[src/rtl/back_memory_writer.sv]
// back_memory_writer: write-side controller for the background colour memory.
// Accepts single-pixel write commands over valid/ready. It can also clear the
// whole memory to CLEAR_COLOR. Only one write is outstanding at a time, and the
// next write starts only after the memory acknowledge (or an ack timeout).
module back_memory_writer #(
  parameter int unsigned        ADDR_W      = 13,
  parameter int unsigned        DATA_W      = 9,
  parameter int unsigned        MEM_DEPTH   = 4800,
  parameter logic [DATA_W-1:0]  CLEAR_COLOR = '0,
  parameter int unsigned        ACK_TIMEOUT = 4
) (
  input  logic              clock,
  input  logic              reset,
  input  logic              cmd_valid,
  output logic              cmd_ready,
  input  logic [ADDR_W-1:0] cmd_address,
  input  logic [DATA_W-1:0] cmd_data,
  input  logic              start_clear,
  output logic [ADDR_W-1:0] mem_address,
  output logic [DATA_W-1:0] mem_data,
  output logic              mem_wren,
  input  logic              mem_ack,
  output logic              busy,
  output logic              clear_done,
  output logic              err_addr,
  output logic              err_timeout
);

  localparam int unsigned        TMO_W     = $clog2(ACK_TIMEOUT + 1);
  localparam logic [ADDR_W:0]    DEPTH_X   = (ADDR_W + 1)'(MEM_DEPTH);
  localparam logic [ADDR_W-1:0]  LAST_ADDR = ADDR_W'(MEM_DEPTH - 1);
  localparam logic [TMO_W-1:0]   TMO_LIMIT = TMO_W'(ACK_TIMEOUT);

  typedef enum logic [2:0] {
    IDLE,
    WRITE,
    WAIT_ACK,
    CLR_WRITE,
    CLR_WAIT
  } state_t;

  state_t            state_q;
  logic [ADDR_W-1:0] clr_cnt_q, clr_cnt_d;
  logic [TMO_W-1:0]  tmo_q, tmo_d;
  logic [ADDR_W-1:0] mem_address_q;
  logic [DATA_W-1:0] mem_data_q;
  logic              mem_wren_q;
  logic              busy_q;
  logic              clear_done_q;
  logic              err_addr_q;
  logic              err_timeout_q;

  assign mem_address = mem_address_q;
  assign mem_data    = mem_data_q;
  assign mem_wren    = mem_wren_q;
  assign busy        = busy_q;
  assign clear_done  = clear_done_q;
  assign err_addr    = err_addr_q;
  assign err_timeout = err_timeout_q;

  // Combinational handshake: a pending clear request blocks command acceptance.
  assign cmd_ready = (state_q == IDLE) && !start_clear;

  // Incremented values of the clear and ack-timeout counters.
  always_comb begin
    clr_cnt_d = clr_cnt_q + ADDR_W'(1);
    tmo_d     = tmo_q + TMO_W'(1);
  end

  // Main FSM with registered memory-side outputs and status pulses.
  always_ff @(posedge clock or negedge reset) begin
    if (!reset) begin
      state_q       <= IDLE;
      clr_cnt_q     <= '0;
      tmo_q         <= '0;
      mem_address_q <= '0;
      mem_data_q    <= '0;
      mem_wren_q    <= 1'b0;
      busy_q        <= 1'b0;
      clear_done_q  <= 1'b0;
      err_addr_q    <= 1'b0;
      err_timeout_q <= 1'b0;
    end else begin
      mem_wren_q    <= 1'b0;
      clear_done_q  <= 1'b0;
      err_addr_q    <= 1'b0;
      err_timeout_q <= 1'b0;
      case (state_q)
        IDLE: begin
          tmo_q <= '0;
          if (start_clear) begin
            clr_cnt_q     <= '0;
            mem_address_q <= '0;
            mem_data_q    <= CLEAR_COLOR;
            mem_wren_q    <= 1'b1;
            busy_q        <= 1'b1;
            state_q       <= CLR_WRITE;
          end else if (cmd_valid) begin
            if ({1'b0, cmd_address} >= DEPTH_X) begin
              err_addr_q <= 1'b1;
            end else begin
              mem_address_q <= cmd_address;
              mem_data_q    <= cmd_data;
              mem_wren_q    <= 1'b1;
              busy_q        <= 1'b1;
              state_q       <= WRITE;
            end
          end
        end
        WRITE: begin
          tmo_q   <= '0;
          state_q <= WAIT_ACK;
        end
        WAIT_ACK: begin
          if (mem_ack) begin
            tmo_q   <= '0;
            busy_q  <= 1'b0;
            state_q <= IDLE;
          end else if (tmo_d == TMO_LIMIT) begin
            tmo_q         <= '0;
            err_timeout_q <= 1'b1;
            busy_q        <= 1'b0;
            state_q       <= IDLE;
          end else begin
            tmo_q <= tmo_d;
          end
        end
        CLR_WRITE: begin
          tmo_q   <= '0;
          state_q <= CLR_WAIT;
        end
        CLR_WAIT: begin
          if (mem_ack) begin
            tmo_q <= '0;
            if (clr_cnt_q == LAST_ADDR) begin
              clear_done_q <= 1'b1;
              busy_q       <= 1'b0;
              state_q      <= IDLE;
            end else begin
              clr_cnt_q     <= clr_cnt_d;
              mem_address_q <= clr_cnt_d;
              mem_data_q    <= CLEAR_COLOR;
              mem_wren_q    <= 1'b1;
              state_q       <= CLR_WRITE;
            end
          end else if (tmo_d == TMO_LIMIT) begin
            tmo_q         <= '0;
            err_timeout_q <= 1'b1;
            busy_q        <= 1'b0;
            state_q       <= IDLE;
          end else begin
            tmo_q <= tmo_d;
          end
        end
        default: begin
          busy_q  <= 1'b0;
          state_q <= IDLE;
        end
      endcase
    end
  end

endmodule

[config.mk]
export PLATFORM = sky130hd
export DESIGN_NAME = back_memory_writer
export DESIGN_NICKNAME = d
export VERILOG_FILES = /design/src/rtl/back_memory_writer.sv
export SDC_FILE = /design/constraint.sdc
export NUM_CORES = 1
export LEC_CHECK = 0
export BUFFER_PORTS_ARGS = -buffer_cell sky130_fd_sc_hd__buf_4
export CORE_ASPECT_RATIO = 0.9
export CORE_MARGIN = 4
export CORE_UTILIZATION = 54
export DETAILED_ROUTE_END_ITERATION = 10
export HOLD_SLACK_MARGIN = 0.15
export MAX_ROUTING_LAYER = met4
export PLACE_DENSITY = 0.84
export SETUP_SLACK_MARGIN = 0.5
export SLEW_MARGIN = 10
export SYNTH_ARGS = -nofsm -noshare
export SYNTH_HDL_FRONTEND = slang
export SYNTH_SLANG_ARGS = --single-unit
[constraint.sdc]
create_clock -name clock -period 2 [get_ports clock]
set_input_delay 0.3 -clock clock [delete_from_list [all_inputs] [get_ports clock]]
set_output_delay 0.3 -clock clock [all_outputs]
set_load 0.005 [all_outputs]
==> summary.txt, run 1 <==
Global routing
  – Remaining Overflow, GRT: 0
  – Vias in the first global route: slightly below 2000
  – First-pass GRT wire length: between 10000 and 15000 um
  – Gr usage total: 0.2403
  – Largest net degree at the start of global routing: 47
  – Initial antenna violation count: 0

Place
  – Final Wtd Congestion: about 0.9
  – DP HPWL: 4327 um
  – Buffers on Ports: between 50 and 60

STA
  – Worst-margin pin slew: roughly 0.6 ns
  – Crit share post-route: 0.9113
  – Final min period: about 1.8 ns
  – Final hold viol count: 0
  – Endpoints failing setup: 0
  – RSZ-0062 raised after global routing: true
  – Final slew viol count: 0
  – Layout Skew: 0.007282 ns
  – FMAX: about 550 MHz
  – Relative slew slack: 0.5975
  – Setup total negative slack: 0 ns

Die
  – Num ports: 55
  – Die area: about 6000 um2
  – Initial Util: 0.5694
  – Die Width: 80.76 um
  – Num rows: 23
  – Die Ht: between 70 and 80 um
  – CORE AREA: approximately 4500 um2

Synthesis
  – Flops & latches, synth: 46
  – Sequential element share of the synthesized area: 0.4475
  – Post-synth top area share: 0.4475
  – Mapped Cells: roughly 240
  – Synth area leader: dfrtp_1
  – Syn Nets: roughly 270
  – Mapped Area: 2572 um2
  – Netlist cell types: 50
  – Number of synthesized flops with an enable pin: 0
  – Ranking of synthesized cells by area: dfrtp_1 45%, mux2_4 5.8%, mux2i_1 3.5%
  – Yosys warning total: 0
  – Post-synth ARST share: 1.000
  – Syn Area/Cell: 10.81 um2
  – Primary FF master, synth: dfrtp_1

Detailed routing
  – Routed Antenna Nets: 0
  – Routed WL: just under 7000 um
  – Via count: 2166
  – WL/cell: around 18 um
  – Drt first pass iters: 4
  – Remaining DRCs: 0
  – Vias per Instance: ~5.7
  – Initial DRC count: between 150 and 200

Clocking
  – Root Buffer: clkbuf_8
  – Clock latency on the worst-skew pair: approximately 0.3 ns
  – Clock slew at reported path FFs: about 0.090 ns
  – Cts bufs inserted: 5
  – Buffer depth of the longest clock path: 2
  – CTS tree: yes
  – H-tree depth: 2
  – Clk sink count: 46

Pwr
  – Pwr Total: approximately 0.0038 W
  – Max IR drop VDD: around 0.6 mV
  – P_leak: 1.637 nW
  – PD cells: roughly 1100 nW/um2

Layout
  – Share of layout cells above drive strength 1: 0.4385
  – Area Growth Syn to Fin: 34.05%
  – Fill count: roughly 290
  – Ant diodes: 0
  – Nets: 346

Critical path
  – Critical path type: flip-flop to flip-flop
  – Reg2reg path depth: 5
  – R2r setup slk: 0.18 ns
  – Worst path slowest cell: dfrtp_2
  – Crit path max fanout: 8
  – CP top delay family: flip-flops
  – Worst path max stage delay: around 0.50 ns
  – Data arrival time of the critical path: around 2 ns
  – Reg-to-Reg End: mem_address[0]
  – Worst Path Required: about 2.2 ns
  – Startpoint Class: flip-flop
  – Critical path, cell by cell: nor3_1, o21ai_2, o21ai_4, clkbuf_16, mux2_2
  – Buf+Inv Stages, Crit Path: 1
  – R2r startpoint: state_q[1]
  – Setup crit end kind: flip-flop

Hold path
  – HP Class: input port to flip-flop
  – Hold Crit Start: cmd_data[4]
  – Hold endpoint: mem_data[4]
  – Worst Hold Path Cells: 3

Flow run
  – Max cap viols: 0

Outcome
  – Status: finished clean
[cells by family after synthesis]
family	Yosys count	share of synthesized area
AO/OA/AOI/OAI	45	0.1294
XOR/XNOR	12	0.04086
adder cells (fa/ha/maj)	3	0.01459
buffers and inverters	26	0.05642
flip-flops	46	0.4475
multiplexers	24	0.1153
AND/OR/NAND/NOR	82	0.1960
[state kept, by name, indices dropped and copies added, names as in the netlist]
signal	count
err_addr	1
state_q	3
clr_cnt_q	13
mem_address	13
err_timeout	1
mem_data	9
mem_wren	1
busy	1
clear_done	1
tmo_q	3
[power by group]
part           switching [W]  internal (W)
sequential          0.000219       0.00118
clock               0.000318      0.000247
combinational       0.000774       0.00103
total                0.00131       0.00246
[cell type report]
class / instances / area, um2 / share of cell area
tap: 62 / 77.57 / 0.02250
sequential: 46 / 1155 / 0.3349
clock buffer: 6 / 72.57 / 0.02104
clock inverter: 2 / 13.76 / 0.003991
timing repair buffer: 85 / 696.9 / 0.2021
multi-input combinational: 166 / 1388 / 0.4024
inverter: 12 / 45.04 / 0.01306
[how the worst max path moves through the flow]
stage / startpoint / to / cells past startpoint
after floorplan: clr_cnt_q[6] / clr_cnt_q[1] / 6
after global placement: cmd_address[6] / mem_address[0] / 7
after detailed placement: cmd_address[6] / mem_address[0] / 7
after CTS: clr_cnt_q[0] / mem_data[0] / 8
after global routing: state_q[1] / mem_address[12] / 5
final: state_q[1] / mem_address[0] / 5
[placed cells by master (no fill, tap or decap), types with 3 or more instances in the layout]
cell      count
a22o_1        4
and3_4        8
buf_4        76
buf_6         5
clkbuf_8      5
dfrtp_1      43
dfrtp_2       3
inv_1        12
mux2_2        4
mux2_4       11
mux2i_1       8
nand2_1      23
nand3b_1      9
nor2_1        8
nor2_4        3
nor2b_1       4
nor3_1        3
o21ai_0      15
o22a_1        9
xnor2_1       6
xor2_1        5
[cell usage after synthesis (3+ instances only)]
cell	instances
and3_1	9
xnor2_1	6
a22o_1	4
buf_4	4
nand3_1	3
mux2_4	10
and2_1	3
inv_1	12
dfrtp_1	46
nand2_1	23
ha_1	3
nand3b_1	9
clkbuf_1	4
nor2b_1	4
o21ai_0	17
mux2i_1	9
buf_6	4
nor3_1	5
nor2_1	9
xor2_1	6
mux2_2	4
o22a_1	9
[tightest hold or removal path, delay by kind of cell]
kind | cells | cell delay, ns
buffers and inverters | 1 | 0.11
AND/OR/NAND/NOR | 1 | 0.04
multiplexers | 1 | 0.06
[routing by layer]
layer | routed length (um) | vias to the layer above | track usage
met5 | 0 | - | -
met3 | 449 | 18 | 0.06373
met4 | 163 | 0 | 0.06191
met2 | 3575 | 86 | 0.4063
met1 | 2775 | 1068 | 0.2865
li1 | - | 994 | -
[repair_timing]
item                                   4_1_cts  5_1_grt
setup endpoints to repair                   40       42
pin swaps                                    8        6
endpoints found under the hold margin       46        0
resized for setup                           18       13
setup buffers                               17        1
hold buffers                                 1        0
gates cloned                                 0        1
[stage by stage]
step                hold slack [ns]  setup WS [ns]  cell area [um2]  cells  utilization
CTS                          0.2428         0.2343             3359    377       0.7436
global route                 0.2448         0.1246             3448    379       0.7632
global placement             0.3365         0.1260             3077    351       0.6810
detailed placement           0.3396        0.08207             3077    351       0.6810
floorplan                  0.004409         0.2761             2610    238            -
finish                       0.2396         0.1775             3448    379       0.7632
(Power assumes the default switching activity.)
==> run 2: changes to the inputs <==
--- a/config.mk
+++ b/config.mk
@@ -8,11 +8,11 @@
 export BUFFER_PORTS_ARGS = -buffer_cell sky130_fd_sc_hd__buf_4
 export CORE_ASPECT_RATIO = 0.9
 export CORE_MARGIN = 4
-export CORE_UTILIZATION = 54
+export CORE_UTILIZATION = 50
 export DETAILED_ROUTE_END_ITERATION = 10
 export HOLD_SLACK_MARGIN = 0.15
 export MAX_ROUTING_LAYER = met4
-export PLACE_DENSITY = 0.84
+export PLACE_DENSITY = 0.79
 export SETUP_SLACK_MARGIN = 0.5
 export SLEW_MARGIN = 10
 export SYNTH_ARGS = -nofsm -noshare
==> run 2 against run 1 <==
Net effect: hold slack barely moved; power up 5.7%; sequential power shrank 4%; first-iteration DRC count is 11% higher; critical path depth did not move; die area increased by 7.1%; clock skew increased by 0.0017 ns; largest cell class unchanged.
==> summary.txt, run 2 (same netlist as run 1, synthesis figures left out) <==
Detailed routing
  – Routed Antenna Nets: 0 (unchanged)
  – Routed WL: 7028 um (was 6963 um)
  – Initial DRC count: 184 (was 166)
  – Vias per Instance: 5.679 (was 5.715)
  – Remaining DRCs: 0 (unchanged)
  – Via count: 2209 (was 2166)
  – Drt first pass iters: 6 (was 4)
  – WL/cell: 18.07 um (was 18.37 um)

Critical path
  – Worst Path Required: 2.19 ns (about the same)
  – Setup crit end kind: flip-flop (unchanged)
  – Critical path, cell by cell: nor4b_4, nand4_4, and3_4, o21ai_4, mux2_4 (was nor3_1, o21ai_2, o21ai_4, clkbuf_16, mux2_2)
  – CP top delay family: simple AND/OR/NAND/NOR gates (was flip-flops)
  – Data arrival time of the critical path: 1.99 ns (was 2.01 ns)
  – Critical path type: flip-flop to flip-flop (unchanged)
  – Crit path max fanout: 5 (was 8)
  – Startpoint Class: flip-flop (unchanged)
  – Worst path slowest cell: dfrtp_1 (was dfrtp_2)
  – Worst path max stage delay: 0.49 ns (was 0.50 ns)
  – Buf+Inv Stages, Crit Path: 0 (was 1)

Clocking
  – H-tree depth: 2 (unchanged)
  – Cts bufs inserted: 5 (unchanged)
  – Clock latency on the worst-skew pair: 0.30 ns (about the same)
  – Buffer depth of the longest clock path: 2 (unchanged)
  – Clk sink count: 46 (unchanged)
  – CTS tree: yes (unchanged)
  – Root Buffer: clkbuf_8 (unchanged)
  – Clock slew at reported path FFs: 0.09 ns (about the same)

Pwr
  – Pwr Total: 0.003982 W (was 0.003768 W)
  – P_leak: 1.679 nW (was 1.637 nW)
  – Max IR drop VDD: 0.6402 mV (was 0.5911 mV)
  – PD cells: 1130 nW/um2 (was 1093 nW/um2)

STA
  – RSZ-0062 raised after global routing: true (unchanged)
  – Layout Skew: 0.008970 ns (was 0.007282 ns)
  – Final hold viol count: 0 (unchanged)
  – Worst-margin pin slew: 0.5839 ns (was 0.6037 ns)
  – Endpoints failing setup: 0 (unchanged)
  – Relative slew slack: 0.6107 (was 0.5975)
  – FMAX: 555.8 MHz (was 548.7 MHz)
  – Final slew viol count: 0 (unchanged)
  – Final min period: 1.799 ns (was 1.823 ns)
  – Crit share post-route: 0.8997 (was 0.9113)

Layout
  – Share of layout cells above drive strength 1: 0.4506 (was 0.4385)
  – Storage cell area: 1155 um2 (unchanged)
  – Most common cell after layout, fill and taps aside: buf_4 (unchanged)
  – Area Growth Syn to Fin: 36.97% (was 34.05%)
  – Ant diodes: 0 (unchanged)
  – Final Non-Filler Cells: 389 (was 379)
  – Nets: 353 (was 346)
  – Fill count: 324 (was 286)
  – Multi-input gate area: 1385 um2 (was 1388 um2)
  – Most frequent cells in the layout: 80 x buf_4, 43 x dfrtp_1, 22 x nand2_1 (was 76 x buf_4, 43 x dfrtp_1, 23 x nand2_1)

Hold path
  – HP Class: input port to flip-flop (unchanged)

Die
  – Die area: 6358 um2 (was 5934 um2)
  – Initial Util: 0.5224 (was 0.5694)
  – Num ports: 55 (unchanged)
  – Die Ht: 76.05 um (was 73.48 um)
  – CORE AREA: 4925 um2 (was 4518 um2)
  – Die Width: 83.61 um (was 80.76 um)
  – Num rows: 24 (was 23)

Flow run
  – Max cap viols: 0 (unchanged)

Global routing
  – Gr usage total: 0.2278 (was 0.2403)
  – Initial antenna violation count: 0 (unchanged)
  – Largest net degree at the start of global routing: 47 (unchanged)
  – Vias in the first global route: 2258 (was 1983)
  – Remaining Overflow, GRT: 0 (unchanged)
  – First-pass GRT wire length: 11280 um (was 10350 um)

Place
  – Buffers on Ports: 54 (unchanged)
  – DP HPWL: 4342 um (was 4327 um)
  – Final Wtd Congestion: 0.8158 (was 0.8940)
  – Dpl cells: 354 (was 351)

Outcome
  – Status: finished clean (unchanged)
## run 2: layer usage
layer | global-route usage | part of all wire
met5 | - | 0
met1 | 0.2806 | 0.41
met2 | 0.3672 | 0.49
met4 | 0.09486 | 0.038
met3 | 0.04541 | 0.065
## run 2: through the flow
stage | setup TNS, ns | hold WS (ns) | utilization | setup slack [ns] | cell area, um2
floorplan | 0 | 0.004409 | - | 0.2761 | 2610
global placement | -1.570 | 0.3371 | 0.6230 | -0.1284 | 3068
detailed placement | -2.222 | 0.3443 | 0.6230 | -0.1983 | 3068
CTS | 0 | 0.2427 | 0.7043 | 0.2431 | 3468
global route | 0 | 0.2483 | 0.7154 | 0.1561 | 3523
finish | 0 | 0.2397 | 0.7154 | 0.2007 | 3523
## run 2: timing repair
item / CTS / global route
hold buffers: 1 / 0
hold endpoints to repair: 46 / 0
resized for setup: 28 / 12
setup buffers: 22 / 4
pin swaps: 10 / 7
setup endpoints to repair: 41 / 44
## run 2: path summary, 6_finish.rpt
path                                endpoint  cells past startpoint  slack (ns)          start
worst max-delay path            clr_cnt_q[1]                      5        0.20  clr_cnt_q[10]
worst min-delay path             mem_data[7]                      3        0.24    cmd_data[7]
worst max register to register  clr_cnt_q[1]                      5        0.20  clr_cnt_q[10]
worst min register to register      tmo_q[2]                      1        0.51       tmo_q[2]
max in group asynchronous       clr_cnt_q[8]                      2        1.03          reset
min in group asynchronous           tmo_q[2]                      2        0.53          reset
## run 2: layout make-up
| class | instances | share of cell area |
|---|---|---|
| Sequential cell | 46 | 0.3278 |
| Tap cell | 65 | 0.02308 |
| Inverter | 12 | 0.01278 |
| Clock inverter | 2 | 0.01065 |
| Timing Repair Buffer | 92 | 0.2120 |
| Clock buffer | 6 | 0.02060 |
| Multi-Input combinational cell | 166 | 0.3931 |
## run 2: power breakdown
group	internal (W)	switching, W
Combinational	0.00113	0.000826
Sequential	0.00117	0.000162
Clock	0.000373	0.000321
Total	0.00267	0.00131
## run 2: tightest hold or removal path: stages
cell	delay [ns]
buf_4	0.11
nand2_1	0.05
mux2i_1	0.06
